$ cat src/rtl/mac_horner.sv
// Pipelined Horner-chain polynomial evaluator y = g * sum(c_k * t^k), one sample per clock,
// with a shadow/active coefficient bank swapped only once the coefficient stages are empty.
module mac_horner #(
  parameter int BC = 16,
  parameter int BT = 12,
  parameter int BY = 10,
  parameter int N  = 5
) (
  input  logic                   clk,
  input  logic                   rst,
  input  logic [BT-1:0]          t_in,
  input  logic                   t_valid,
  output logic                   t_ready,
  input  logic                   c_we,
  input  logic [$clog2(N+1)-1:0] c_addr,
  input  logic [BC-1:0]          c_data,
  input  logic                   c_commit,
  input  logic [BC-1:0]          g_in,
  output logic [BY-1:0]          y_out,
  output logic                   y_valid,
  output logic                   ovf,
  output logic                   c_busy
);
  localparam int BA = BC + 4;
  localparam int PW = BA + BT + 1;
  localparam int GW = BA + BC;
  localparam int SH = 2 * (BC - 1) - (BY - 1);

  typedef enum logic [1:0] {IDLE, DRAIN, COPY} state_t;
  state_t state, state_nx;

  logic signed [BC-1:0] shadow [0:N];
  logic signed [BC-1:0] active [0:N];

  logic signed [BA-1:0] acc_p [0:N];
  logic        [BT-1:0] t_p   [0:N-1];
  logic signed [BC-1:0] g_p   [0:N];
  logic signed [PW-1:0] sum   [1:N];
  logic        [N:0]    vld_p;
  logic        [N:0]    ovf_p;
  logic signed [GW-1:0] prod_pg;
  logic                 vld_pg, ovf_pg;
  logic                 ready_en, copy_en, accept, coef_busy;

  function automatic logic sat_acc_hit(input logic signed [PW-1:0] v);
    return !((&v[PW-1:BA-1]) || !(|v[PW-1:BA-1]));
  endfunction

  function automatic logic signed [BA-1:0] sat_acc(input logic signed [PW-1:0] v);
    if (sat_acc_hit(v)) return v[PW-1] ? {1'b1, {(BA-1){1'b0}}} : {1'b0, {(BA-1){1'b1}}};
    return v[BA-1:0];
  endfunction

  function automatic logic sat_out_hit(input logic signed [GW-1:0] v);
    return !((&v[GW-1:BY-1]) || !(|v[GW-1:BY-1]));
  endfunction

  function automatic logic signed [BY-1:0] sat_out(input logic signed [GW-1:0] v);
    if (sat_out_hit(v)) return v[GW-1] ? {1'b1, {(BY-1){1'b0}}} : {1'b0, {(BY-1){1'b1}}};
    return v[BY-1:0];
  endfunction

  assign accept = t_valid & t_ready;

  // Horner step j consumes c_(N-j): floor(acc*t/2^BT) + c, t treated as a non-negative fraction
  always_comb begin
    for (int j = 1; j <= N; j++) begin
      sum[j] = ((PW'(acc_p[j-1]) * PW'($signed({1'b0, t_p[j-1]}))) >>> BT) + PW'(active[N-j]);
    end
  end

  // Stage 0 loads c_N; stages 1..N run the chain; gain product follows stage N
  always_ff @(posedge clk) begin
    acc_p[0] <= BA'(active[N]);
    t_p[0]   <= t_in;
    g_p[0]   <= g_in;
    for (int j = 1; j <= N; j++) begin
      acc_p[j] <= sat_acc(sum[j]);
      g_p[j]   <= g_p[j-1];
    end
    for (int j = 1; j < N; j++) t_p[j] <= t_p[j-1];
    prod_pg <= GW'(acc_p[N]) * GW'(g_p[N]);
  end

  // Valid and sticky overflow travel with each sample; output stage rescales and saturates
  always_ff @(posedge clk or posedge rst) begin
    if (rst) begin
      vld_p   <= '0;
      ovf_p   <= '0;
      vld_pg  <= 1'b0;
      ovf_pg  <= 1'b0;
      y_valid <= 1'b0;
      ovf     <= 1'b0;
      y_out   <= '0;
    end else begin
      vld_p[0] <= accept;
      ovf_p[0] <= 1'b0;
      for (int j = 1; j <= N; j++) begin
        vld_p[j] <= vld_p[j-1];
        ovf_p[j] <= ovf_p[j-1] | (vld_p[j-1] & sat_acc_hit(sum[j]));
      end
      vld_pg  <= vld_p[N];
      ovf_pg  <= ovf_p[N];
      y_valid <= vld_pg;
      ovf     <= ovf_pg | (vld_pg & sat_out_hit(prod_pg >>> SH));
      y_out   <= sat_out(prod_pg >>> SH);
    end
  end

  always_ff @(posedge clk or posedge rst) begin
    if (rst) begin
      for (int k = 0; k <= N; k++) begin
        shadow[k] <= '0;
        active[k] <= '0;
      end
    end else begin
      if (c_we && (int'(c_addr) <= N)) shadow[c_addr] <= c_data;
      if (copy_en) begin
        for (int k = 0; k <= N; k++) active[k] <= shadow[k];
      end
    end
  end

  // Only stages 0..N read the active bank, so the copy may overlap the gain/output stages
  assign coef_busy = |vld_p;

  always_ff @(posedge clk or posedge rst) begin
    if (rst) begin
      state    <= IDLE;
      ready_en <= 1'b0;
    end else begin
      state    <= state_nx;
      ready_en <= 1'b1;
    end
  end

  always_comb begin
    state_nx = state;
    copy_en  = 1'b0;
    c_busy   = 1'b0;
    t_ready  = 1'b0;
    unique case (state)
      IDLE: begin
        t_ready = ready_en;
        if (c_commit) state_nx = DRAIN;
      end
      DRAIN: begin
        c_busy = 1'b1;
        if (!coef_busy) state_nx = COPY;
      end
      COPY: begin
        c_busy   = 1'b1;
        copy_en  = 1'b1;
        state_nx = IDLE;
      end
      default: state_nx = IDLE;
    endcase
  end

endmodule

$ cat config.mk
export PLATFORM = sky130hd
export DESIGN_NAME = mac_horner
export DESIGN_NICKNAME = d
export VERILOG_FILES = /design/src/rtl/mac_horner.sv
export SDC_FILE = /design/constraint.sdc
export NUM_CORES = 2
export LEC_CHECK = 0
export CAP_MARGIN = 20
export CORE_MARGIN = 2
export CORE_UTILIZATION = 60
export DETAILED_ROUTE_END_ITERATION = 8
export PLACE_DENSITY = 0.76
export REMOVE_ABC_BUFFERS = 1
export SYNTH_ARGS = -nofsm -noshare
export SYNTH_HDL_FRONTEND = slang
export SYNTH_SLANG_ARGS = --single-unit
$ cat constraint.sdc
create_clock -name clk -period 11.2 [get_ports clk]
set_clock_uncertainty 0.1 [all_clocks]
set_input_delay 2.24 -clock clk [delete_from_list [all_inputs] [get_ports clk]]
set_output_delay 2.24 -clock clk [all_outputs]
set_load 0.01 [all_outputs]
==> impl_results.md <==
* Status: complete, no violations
* Most Used Layer, Global Route: met2
* Final hold vios at 0
* Wire length of the first global-routing pass at 273000 um
* I/O Pins at 66
* Max_slew headroom at 20.2%
* Top cell type by total area after synthesis: fa_1
* Final min period at 9320 ps
* Worst skew pair latency at 680 ps
* Remaining DRCs at 0
* Top cell by count, worst path: fa_1
* Core ar. at 118000 um2
* Mapped Area at 71600 um2
* Maximum fanout along the worst path at 21
* R2r startpoint: t_p[0][17]
* Area growth syn-to-layout at 5.15%
* Vias per cell at 5.49
* Top FF cell, synth: dfxtp_1
* Die Y at 349 um
* Initial antenna violation count at 8
* Xor/xnor share of the synthesized area at 2.56%
* Mux contribution to synthesized area at 3.13%
* Vias in the first global route at 53500
* DR vias at 49000
* Area contributors post-synth: fa_1 38%, ha_1 9.9%, inv_1 9.3%, dfxtp_1 8.0%, dfrtp_1 7.7%
* Routability congestion estimate at 0.909
* Largest stage delay on the critical path at 1090 ps
* Starting Density at 60.5%
* # fillers at 9432
* Syn. warnings at 0
* CTS root buf: clkbuf_16
* Row Count at 126
* Crit path kind: flip-flop to flip-flop
* Dpl cells at 8800
* Critical Path Source Type: flip-flop
* First drt pass iteration count at 5
* Setup TNS at 0 ps
* Total CTS buffers at 56
* Slowest-stage cell, CP: dfxtp_1
* Met3 global-route usage at 3.68%
* Min-delay src: g_p[2][13]
* Seq/Total Area, Yosys at 15.7%
* Seq cells post-synth at 507
* Post-DP HPWL at 127000 um
* Post-Route WL at 162000 um
* Cts hold-fix bufs at 0
* Asr flop ratio synth at 43.4%
* Post-Synthesis Cells at 7474
* DRT iter0 DRCs at 3085
* # resized after CTS at 0
* Global-route usage over all layers at 28.0%
* CP startpoint: t_p[0][17]
* Met2 Use GR at 48.1%
* Synth top area share at 38.4%
* Max Freq at 107 MHz
* Main combinational cell family by area after synthesis: adder cells
* Worst Hold Class: flip-flop to flip-flop
* Routed WL per cell at 18.2 um
* Setup Fix Bufs, Post-CTS at 0
* Total grt overflow at 0
* Die area at 122000 um2
* Buffers on Ports at 65
* RSZ-0062 raised after global routing: false
* Final ANT Viol Nets at 0
* CTS tree: done
* Netlist cell types at 93
* Ratio of cells with drive above 1 in the final layout at 4.95%
* Syn_area_per_cell at 9.57 um2
* Clock Path Buffers at 3
* Largest net degree at the start of global routing at 79
* Period utilisation layout at 83.2%
* Clock-pin slew on the worst setup and hold paths at 70 ps
* Max-cap viol count at 0
* Chip width at 349 um
* Post-synth EDFFs at 0
* Clk sinks at 507
* Pins Over Slew Limit at 0
* Adder-cell share of the synthesized area at 48.3%
* Critical Path Sink Type: flip-flop
* Final Setup Violations at 0
* Data arrival, critical path at 9850 ps
* H-tree depth at 2
* Non-Filler Instances at 8910
* GR Util met1 at 36.5%
* Worst slew pin tran at 1200 ps
* # nets final at 9312
* Worst EP required at 11730 ps
* Simple-Gate Fraction of Synth Area at 13.4%
* Compound-Gate Fraction of Synth Area at 5.95%
## final timing paths
check,endpoint,slack (ps),cells after the start
min reg2reg,g_p[3][13],220,0
max in group asynchronous,shadow[60],7620,3
max,acc_p[2][1],1880,29
max reg2reg,acc_p[2][1],1880,29
min,g_p[3][13],220,0
min in group asynchronous,y_out[5],1940,2
## critical path: cells and delay by family, from the launching register on
kind | cells | cell delay [ps]
fa+ha+maj | 7 | 3220
compound gates | 12 | 3070
buf+inv | 3 | 160
simple gates | 6 | 1450
xor+xnor | 1 | 160
flops | 1 | 1090
## logic make-up after synthesis
logic type	count (synthesis)
xor gates and xnor gates	209
DFF	507
and+or+nand+nor	1918
buffers and inverters	2077
adders and majority gates	1938
muxes	199
AOI/OAI and AO/OA	625
other	1
## synth_stat cells (139+ instances only)
cell type and number:
mux2_2 196, clkbuf_1 275, dfxtp_1 287, a21o_1 139
inv_1 1776, and2_1 706, ha_1 564, fa_1 1373
dfrtp_1 220, xnor2_1 145, nor2_1 150, nand2_1 818
a21oi_1 145
## registers in the layout, indices dropped and copies added, names as in the netlist
name	count
active	96
ready_en	1
state	2
acc_p	116
ovf_pg	1
y_out	10
y_valid	1
ovf	1
g_p	96
t_p	60
ovf_p	5
vld_pg	1
shadow	96
prod_pg	15
vld_p	6
## per-layer routing
layer / wire length, um / share of wire, %
met4: 6150 / 3.8
met3: 10100 / 6.2
met1: 65900 / 41
met2: 79800 / 49
met5: 13 / 0.0080
## cell usage in the layout (no fill, tap or decap), types with 8 or more instances in the layout
cell type,Yosys,layout
a21oi_1,145,145
nor2_1,150,150
inv_1,1776,1775
nand4_1,20,20
mux2_2,196,196
clkbuf_16,0,57
a211o_1,8,8
a211oi_1,31,31
o211ai_1,19,19
dfrtp_1,220,220
fa_1,1373,1373
and2_1,706,706
o21bai_1,27,27
nor2b_1,25,25
a31oi_1,16,16
o21a_1,49,49
o21ai_0,71,71
xnor2_1,145,145
nand2_1,818,818
buf_4,2,25
o31ai_1,9,9
a21o_1,139,139
nor3_1,37,36
o21ai_1,29,29
xor2_1,64,64
and4_1,9,9
dfxtp_1,287,287
or3_1,11,11
ha_1,564,563
nand3_1,40,40
and3_1,23,23
clkdlybuf4s50_1,0,65
nand2b_1,46,46
## area by class of cell
class	instances	area, um2	share of cell area [%]
antenna	3	7.51	0.00998
clock buffer	70	1540	2.04
clock inverter	36	494	0.657
inverter	1776	6670	8.87
multi-input combinational	4890	52500	69.8
sequential	507	11300	15.0
tap	1536	1920	2.55
timing repair buffer	92	878	1.17
## metrics by stage
step / utilization [%] / setup slack (ps) / hold WS, ps / cell area, um2
2_1_floorplan: - / 2840 / 210 / 70400
3_3_place_gp: 61.9 / 2070 / 211 / 73200
3_5_place_dp: 61.9 / 1990 / 212 / 73200
4_1_cts: 63.6 / 1960 / 222 / 75200
5_1_grt: 63.6 / 1170 / 227 / 75200
6_report: 63.6 / 1880 / 220 / 75200
Power is left out: the tool's default activity adds up to more than one toggle a clock period on the data nets, which glitch-free logic cannot reach.
